===== src/rtl/pong_pkg.sv =====
// Shared playfield geometry and the AI paddle state encoding.
package pong_pkg;

  localparam int unsigned SCREEN_H = 480;
  localparam int unsigned PADDLE_H = 80;
  localparam int unsigned Y_W      = 10;

  // Highest legal paddle top edge, and the rest position between rallies.
  localparam logic [Y_W-1:0] Y_MAX  = Y_W'(SCREEN_H - PADDLE_H);
  localparam logic [Y_W-1:0] CENTER = Y_W'((SCREEN_H - PADDLE_H) / 2);

  typedef enum logic [1:0] {
    IDLE     = 2'd0,
    WAIT     = 2'd1,
    TRACK    = 2'd2,
    RECENTER = 2'd3
  } ai_state_t;

endpackage


===== src/rtl/pong_tick_gen.sv =====
// Enable-gated prescaler: one-cycle step pulse every DIV cycles, held at 0 while idle.
module pong_tick_gen #(
  parameter int unsigned DIV = 4
) (
  input  logic clk_i,
  input  logic rst_i,
  input  logic en_i,
  input  logic clr_i,
  output logic step_o
);

  localparam int unsigned CW   = (DIV > 1) ? $clog2(DIV) : 1;
  localparam logic [CW-1:0] LAST = CW'(DIV - 1);

  logic [CW-1:0] cnt_q, cnt_d;

  assign step_o = en_i && (cnt_q == LAST);

  always_comb begin
    cnt_d = cnt_q;
    if (clr_i || !en_i) begin
      cnt_d = '0;
    end else if (cnt_q == LAST) begin
      cnt_d = '0;
    end else begin
      cnt_d = cnt_q + CW'(1);
    end
  end

  always_ff @(posedge clk_i) begin
    if (rst_i) begin
      cnt_q <= '0;
    end else begin
      cnt_q <= cnt_d;
    end
  end

endmodule


===== src/rtl/ai_paddle_ctrl.sv =====
// Computer paddle sequencer: steps one pixel toward the ball or back to centre.
// Build option AI_REACT_DELAY_EN adds a WAIT phase of REACT_STEPS steps before tracking.
module ai_paddle_ctrl
  import pong_pkg::*;
#(
  parameter int unsigned TICK_DIV = 227273,
  parameter int unsigned DEADBAND = 4
`ifdef AI_REACT_DELAY_EN
  , parameter int unsigned REACT_STEPS = 8
`endif
) (
  input  logic           clock_in,
  input  logic           reset,
  input  logic           enable,
  input  logic           serve,
  input  logic [Y_W-1:0] ball_y,
  input  logic           ball_toward,
  output logic [Y_W-1:0] paddle_y,
  output logic           moving,
  output logic [1:0]     ai_state
);

  localparam logic signed [Y_W:0] DB_P = (Y_W+1)'(DEADBAND);
  localparam logic signed [Y_W:0] DB_N = -DB_P;

`ifdef AI_REACT_DELAY_EN
  localparam ai_state_t ENTRY = WAIT;
  localparam int unsigned RW = $clog2(REACT_STEPS + 1);
  logic [RW-1:0] react_q, react_d;
`else
  localparam ai_state_t ENTRY = TRACK;
`endif

  ai_state_t       state_q, state_d;
  logic [Y_W-1:0]  y_q, y_d;
  logic            mov_q, mov_d;
  logic            step;
  logic            inc, dec;
  logic signed [Y_W:0] err;

  pong_tick_gen #(.DIV(TICK_DIV)) u_tick (
    .clk_i  (clock_in),
    .rst_i  (reset),
    .en_i   (enable),
    .clr_i  (serve),
    .step_o (step)
  );

  assign err = $signed({1'b0, ball_y}) - $signed({1'b0, y_q} + (Y_W+1)'(PADDLE_H / 2));

  always_comb begin
    state_d = state_q;
    y_d     = y_q;
    mov_d   = 1'b0;
    inc     = 1'b0;
    dec     = 1'b0;
`ifdef AI_REACT_DELAY_EN
    react_d = react_q;
`endif
    if (serve) begin
      y_d     = CENTER;
      state_d = ball_toward ? ENTRY : RECENTER;
`ifdef AI_REACT_DELAY_EN
      react_d = '0;
`endif
    end else if (!enable) begin
      state_d = IDLE;
`ifdef AI_REACT_DELAY_EN
      react_d = '0;
`endif
    end else begin
      // A direction change this cycle wins over any motion the step would cause.
      unique case (state_q)
        IDLE: state_d = ball_toward ? ENTRY : RECENTER;
`ifdef AI_REACT_DELAY_EN
        WAIT: begin
          if (!ball_toward) begin
            state_d = RECENTER;
            react_d = '0;
          end else if (step) begin
            if (react_q == RW'(REACT_STEPS - 1)) begin
              react_d = '0;
              state_d = TRACK;
            end else begin
              react_d = react_q + RW'(1);
            end
          end
        end
`endif
        TRACK: begin
          if (!ball_toward) begin
            state_d = RECENTER;
          end else if (step) begin
            inc = (err > DB_P);
            dec = (err < DB_N);
          end
        end
        RECENTER: begin
          if (ball_toward) begin
            state_d = ENTRY;
          end else if (step) begin
            inc = (y_q < CENTER);
            dec = (y_q > CENTER);
          end
        end
        default: state_d = IDLE;
      endcase
      // Out-of-range steps are dropped, so moving stays low at the limits.
      if (inc && (y_q < Y_MAX)) begin
        y_d   = y_q + Y_W'(1);
        mov_d = 1'b1;
      end
      if (dec && (y_q != '0)) begin
        y_d   = y_q - Y_W'(1);
        mov_d = 1'b1;
      end
    end
  end

  always_ff @(posedge clock_in) begin
    if (reset) begin
      state_q <= IDLE;
      y_q     <= CENTER;
      mov_q   <= 1'b0;
`ifdef AI_REACT_DELAY_EN
      react_q <= '0;
`endif
    end else begin
      state_q <= state_d;
      y_q     <= y_d;
      mov_q   <= mov_d;
`ifdef AI_REACT_DELAY_EN
      react_q <= react_d;
`endif
    end
  end

  assign paddle_y = y_q;
  assign moving   = mov_q;
  assign ai_state = state_q;

endmodule


===== config.mk =====
export PLATFORM = sky130hd
export DESIGN_NAME = ai_paddle_ctrl
export DESIGN_NICKNAME = d
export VERILOG_FILES = /design/src/rtl/pong_pkg.sv /design/src/rtl/pong_tick_gen.sv /design/src/rtl/ai_paddle_ctrl.sv
export SDC_FILE = /design/constraint.sdc
export NUM_CORES = 1
export LEC_CHECK = 0
export ABC_AREA = 1
export CORE_MARGIN = 8
export CORE_UTILIZATION = 55
export DETAILED_ROUTE_END_ITERATION = 6
export GPL_TIMING_DRIVEN = 0
export PLACE_DENSITY = 0.89
export SYNTH_ARGS = -nofsm -noshare
export SYNTH_HDL_FRONTEND = slang
export SYNTH_SLANG_ARGS = --single-unit

===== constraint.sdc =====
create_clock -name clock_in -period 9.1 [get_ports clock_in]
set_input_delay 1.82 -clock clock_in [delete_from_list [all_inputs] [get_ports clock_in]]
set_output_delay 1.82 -clock clock_in [all_outputs]
set_load 0.01 [all_outputs]

## Word level (Yosys, flattened, before mapping)

Cells that the tools add are included.

| storage, ports and cells | value |
|---|---|
| register bits | 31 |
| bits of input ports | 15 |
| output and inout port bits | 13 |
| logic and storage cells | 57 |

| cells by class | value |
|---|---|
| $add $sub $neg | 5 |
| $lt $le $gt $ge | 5 |
| equality and inequality tests | 5 |
| mux-type cells | 24 |
| bitwise operators | 1 |
| reductions and logical operators | 13 |

Operators by type and width:

| kind | count |
|---|---|
| $mux W10 | 2 |
| $add A18 B1 Y18 const B | 1 |
| $eq A18 B18 Y1 const B | 1 |
| $mux W1 | 15 |
| $add A10 B6 Y11 const B | 1 |
| $gt A11 B4 Y1 const B | 1 |
| $lt A11 B3 Y1 const B | 1 |
| $sub A11 B11 Y11 | 1 |
| $add A10 B1 Y10 const B | 1 |
| $gt A10 B8 Y1 const B | 1 |
| $lt A10 B8 Y1 const B | 1 |
| $lt A10 B9 Y1 const B | 1 |
| $reduce_bool A10 Y1 | 1 |
| $sub A10 B1 Y10 const B | 1 |
| $mux W2 | 4 |
| $ne A4 B4 Y1 const B | 2 |
| $pmux W2 S3 | 1 |
| $reduce_or A3 Y1 | 2 |
| $eq A2 B2 Y1 const B | 2 |
| $pmux W1 S2 | 2 |
| $reduce_and A2 Y1 | 2 |
| $logic_and A1 B1 Y1 | 3 |
| $logic_not A2 Y1 | 1 |
| $reduce_bool A2 Y1 | 1 |
| other kinds (4) | 4 |

## Longest topological paths before layout

Gate-level depths: netlist (run 1).

| logic depth | value |
|---|---|
| depth after elaboration | 11 |
| depth in mapped cells | 30 |
| gate-level depth less buffers | 30 |

## By module

From an unflattened synthesis (run 1), not the netlist that was laid out.

| unflattened totals | value |
|---|---|
| cells, all modules | 455 |
| area total of the unflattened synthesis | 2,914.0 µm² |

Modules (own cells, without submodules):

| module | instances | cells each | area an instance (µm²) | sequential area each (µm²) |
|---|---|---|---|---|
| ai_paddle_ctrl | 1 | 307 | 1,894.3 | 260.2 |
| pong_tick_gen | 1 | 148 | 1,019.7 | 360.3 |

## Worst setup path after synthesis (run 1)

OpenSTA, ideal clock, no wires.

| path | value |
|---|---|
| path kind | input-to-reg |
| start | input ball_y[1] |
| end | register y_q[8] (netlist: paddle_y[8]) |
| library setup time | 0.119 ns |
| arrival | 4.940 ns |
| data required time | 8.981 ns |
| slack | 4.040 ns |
| cell stages on the path | 26 |
| path buffers | 0 |
| cell sequence | ha_1 -> ha_1 -> inv_1 -> fa_1 -> inv_1 -> nand3_1 -> nand2_1 -> nand2_1 -> nand2_1 -> nand3_1 -> nor2_1 -> nand4_1 -> nand2_1 -> nand2_2 -> nand2_4 -> inv_1 -> fa_1 -> nand3_1 -> nand2_1 -> a21o_1 -> a21oi_1 -> nor2_1 -> o21ai_0 -> nand2_1 -> xnor2_1 -> a21oi_1 |

| on the way | value |
|---|---|
| word-level cells in the longest chain between the ends | 10 |
| elaborated cells between the ends (all ways) | 18 |
| those cells by class | add/sub: 1; order compare: 2; mux: 11; reduce/logical: 4 |

RTL lines:

| item | line | RTL |
|---|---|---|
| start: declaration | ai_paddle_ctrl.sv:16 | `input logic [Y_W-1:0] ball_y,` |
| $sub A11 B11 Y11 (*) | ai_paddle_ctrl.sv:49 | `assign err = $signed({1'b0, ball_y}) - $signed({1'b0, y_q} + (Y_W+1)'(PADDLE_H / 2));` |
| $gt A11 B4 Y1 / $lt A11 B3 Y1 (equally long branches) | ai_paddle_ctrl.sv:94, ai_paddle_ctrl.sv:95 |  |
| $mux W1 | ai_paddle_ctrl.sv:93 | `end else if (step) begin` |
| $mux W1 | ai_paddle_ctrl.sv:91 | `if (!ball_toward) begin` |
| $pmux W1 S2 | ai_paddle_ctrl.sv:73 | `unique case (state_q)` |
| $mux W1 | ai_paddle_ctrl.sv:66 | `end else if (!enable) begin` |
| $mux W1 | ai_paddle_ctrl.sv:60 | `if (serve) begin` |
| $logic_and A1 B1 Y1, on equally long branches | ai_paddle_ctrl.sv:109, ai_paddle_ctrl.sv:113 |  |
| $reduce_bool A2 Y1 (no line) | n/a |  |
| $reduce_and A2 Y1 (no line) | n/a |  |
| end signal: assignment | ai_paddle_ctrl.sv:130 | `y_q <= y_d;` |
| end: declaration | ai_paddle_ctrl.sv:35 | `logic [Y_W-1:0] y_q, y_d;` |

Mark *: on every way between the ends. The rest lies on a longest branch, timed or not. The select of a mux whose other input is x is not followed.
A chain may end at the register's enable or synchronous reset.

## Worst setup path after layout (run 1)

| path | value |
|---|---|
| start | input ball_y[0] |
| end | register y_q[8] (netlist: paddle_y[8]) |

The elaborated chain is that of the path after synthesis.

==> out/results.tsv, run 1 <==
metric	value	unit
synth-compound-area-share	0.118	
holdPathStages	1	
filler_cell_count	397	
synthCells	405	
worst_r2r_endpoint	paddle_y[8]$_SDFFE_PP0P_	
cts_htree_levels	2	
post_cts_sizing	0	
grt_max_degree	11	
cp.buffers_inverters	6	
dr.max_layer_used	met4	
switching_power_total	0.0000825	W
groute.usage.overall	0.174	
largest_family_of_logic_cells_by_synthesized_area	simple AND/OR/NAND/NOR gates	
status	complete, no violations	
critPathMaxStageDelay	0.45	ns
floorplan.rows	25	
timing.clock.skew	0.00638	ns
slack_of_the_worst_reg_to_reg_path	4.76	ns
pin_count	28	
p_sw_frac	0.250	
max-slew-margin-rel	0.683	
fraction_of_post_synthesis_cell_area_in_the_top_cell_type_by_area	0.230	
syn_avg_cell_area	6.65	µm²
yosys_warnings	0	
start_kind	primary input	
share_of_the_synthesized_netlist_area_taken_by_xor_and_xnor_gates	0.0325	
wl_per_cell	12.0	µm
setup_total_negative_slack	0	ns
inserted_diodes	0	
clockPowerShare	0.421	
detailed_routed_wire_length_on_met3	182	µm
ys_seq_elements	31	
setup_repair_after_global_routing_missed_its_margin	false	
dr.pass1.iters	4	
yosysMostFrequentCell	inv_1	
min_period_over_period	0.630	
largest_buffer_count_on_any_clock_path	2	
worst-endpoint-arrival	5.90	ns
holdPathEnd	u_tick.cnt_q[0]$_SDFF_PP0_	
cts.sinks	31	
yosys_most_used_dff	dfxtp_1	
min-delay-path-class	reg -> reg	
r2r-start	paddle_y[1]$_SDFFE_PP0P_	
placedCellCount	499	
seqPwrFrac	0.416	
dpl.hpwl	4840	µm
core	4720	µm²
port_buffers	27	
cts_root_buf	clkbuf_8	
worst_path_dominant_cell_family	adder cells	
first_global_vias	2619	
final.setup.worst_slack	3.37	ns
comb_power_share	0.163	
maxSlewViolCount	0	
globalplace.congestion	0.852	
summed_instance_area_of_the_synthesized_netlist	2700	µm²
synth_simple_gate_area_frac	0.334	
synth_edf_count	0	
drive_gt1_frac	0.0750	
globalRoute.totalOverflow	0	
muxShareOfSynthArea	0	
cts_setup_buffers	0	
route.detailed.vias_per_inst	5.24	
crit_path_max_fanout	9	
internal_power_of_the_cells	0.000247	W
post-route-drc-count	0	
wire_length_on_met2	3110	µm
layout_min_cycle_time	5.73	ns
synthDistinctLibCells	39	
hold_start	u_tick.cnt_q[0]$_SDFF_PP0_	
die-height	86	µm
worst_pin_slew	0.473	ns
route.final.wire_length	6070	µm
grt_pass1_wl	10700	µm
initial_util	0.571	
ant_nets	0	
cp_common_cell	nand2_1	
wirelength_met1	2660	µm
clock.fmax	174	MHz
synthesis.nets	451	
insertion_delay	0.28	ns
die_width	86	µm
tritoncts	done	
detailedPlace.worstSlack	3.11	ns
post_synth_fa_ha_maj_area_fraction	0.149	
design.die.area	7400	µm²
area_growth_syn_to_layout	17.5	%
clk_transition_reported_paths	0.07	ns
max_vdd_drop	99.0	µV
post_cts_hold_buffer_count	0	
critPathRequiredTime	9.27	ns
setup_viol_count_final	0	
number_of_vias_in_the_routed_layout	2655	
timing.max_cap.violations	0	
finalNetCount	485	
yosysTopAreaCell	dfxtp_1	
fin_cells	507	
pwr_density_cell	104	nW/µm²
part_of_the_yosys_area_used_for_sequential_elements	0.230	
synth.top_cells.by_area	dfxtp_1, ha_1, inv_1	
slowest_stage	clkdlybuf4s50_1	
drt-initial-drc-count	122	
worst_r2r_path_depth	27	
commonest_cells_in_the_netlist	inv_1, nand2_1, nor2_1, dfxtp_1, ha_1	
initial_antenna_violation_count	0	
final_hold_viol_count	0	
leakage	1.57	nW
worst_setup_path_type	in -> reg	
number_of_cts_inserted_buffers	5	
endpoint_kind	flip-flop	
ys_async_sr_fraction	0	
## cells by family after synthesis
family,after synthesis
and+or+nand+nor,186
buffers and inverters,93
AOI/OAI and AO/OA,54
adders and majority gates,31
DFF,31
xor gates and xnor gates,10
## metal layers
metal,track usage,vias up
met4,0.0844,0
met1,0.189,1228
met2,0.318,50
li1,-,1363
met3,0.0277,14
met5,0,-
## worst max-delay path by stage
stage	to	cells past startpoint	slack, ns	start
2_1_floorplan	paddle_y[8]$_SDFFE_PP0P_	26	4.04	ball_y[1]
3_3_place_gp	paddle_y[8]$_SDFFE_PP0P_	29	3.25	ball_y[0]
3_5_place_dp	paddle_y[8]$_SDFFE_PP0P_	29	3.11	ball_y[0]
4_1_cts	paddle_y[8]$_SDFFE_PP0P_	29	3.36	ball_y[0]
5_1_grt	paddle_y[8]$_SDFFE_PP0P_	29	2.98	ball_y[0]
6_report	paddle_y[8]$_SDFFE_PP0P_	29	3.37	ball_y[0]
## sequential cells by signal, summed over array words and instances (netlist names)
| name | flops |
|---|---|
| u_tick.cnt_q | 18 |
| paddle_y | 10 |
| ai_state | 2 |
| moving | 1 |
## power groups by stage
stage	Sequential (W)	Combinational, W	Clock, W
floorplan	0.000140	0.0000367	0
global placement	0.000140	0.0000513	0
detailed placement	0.000140	0.0000534	0
CTS	0.000137	0.0000538	0.000141
global route	0.000137	0.0000624	0.000146
finish	0.000137	0.0000538	0.000139
## metrics by stage
stage / util / hold slack, ns / power [W] / cell area [µm²]
global route: 0.670 / 0.501 / 0.000346 / 3170
global placement: 0.646 / 0.444 / 0.000192 / 3050
finish: 0.670 / 0.466 / 0.000330 / 3170
floorplan: - / 0.422 / 0.000177 / 2700
detailed placement: 0.646 / 0.449 / 0.000194 / 3050
CTS: 0.670 / 0.470 / 0.000332 / 3170
## area by class of cell
class | count | area [µm²] | area share
Multi-Input combinational cell | 281 | 1710 | 0.540
Sequential cell | 31 | 621 | 0.196
Inverter | 91 | 342 | 0.108
Timing Repair Buffer | 27 | 270 | 0.0853
Tap cell | 67 | 83.8 | 0.0265
Clock buffer | 6 | 82.6 | 0.0261
Clock inverter | 2 | 35.0 | 0.0111
Buffer | 2 | 23.8 | 0.00751
## cells in the final DEF, fill, tap and decap left out, types with 6 or more instances in the layout
cell type,synthesis,layout
nand2_1,79,79
nor2_1,42,42
nor3_1,8,8
clkdlybuf4s50_1,0,27
nand3_1,26,26
clkbuf_8,0,6
ha_1,29,29
nand4_1,7,7
a21oi_1,23,23
o21ai_0,15,15
dfxtp_1,31,31
inv_1,90,90
No activity file was read; power rests on OpenSTA's default activity.
==> inputs of run 2 (changes only) <==
- clock period: 9.1 -> 6.01 ns (I/O delays scaled with it)
==> results of run 2 <==
The final DEF is identical to that of run 1. Status: complete, no violations.
Main changes from that run: setup slack after placement 3.11 ns -> 0.637 ns; setup slack after layout 3.37 ns -> 0.894 ns; register-to-register setup slack 4.76 ns -> 1.67 ns; total power 0.000330 W -> 0.000499 W; worst IR drop on VDD 99.0 µV -> 150 µV
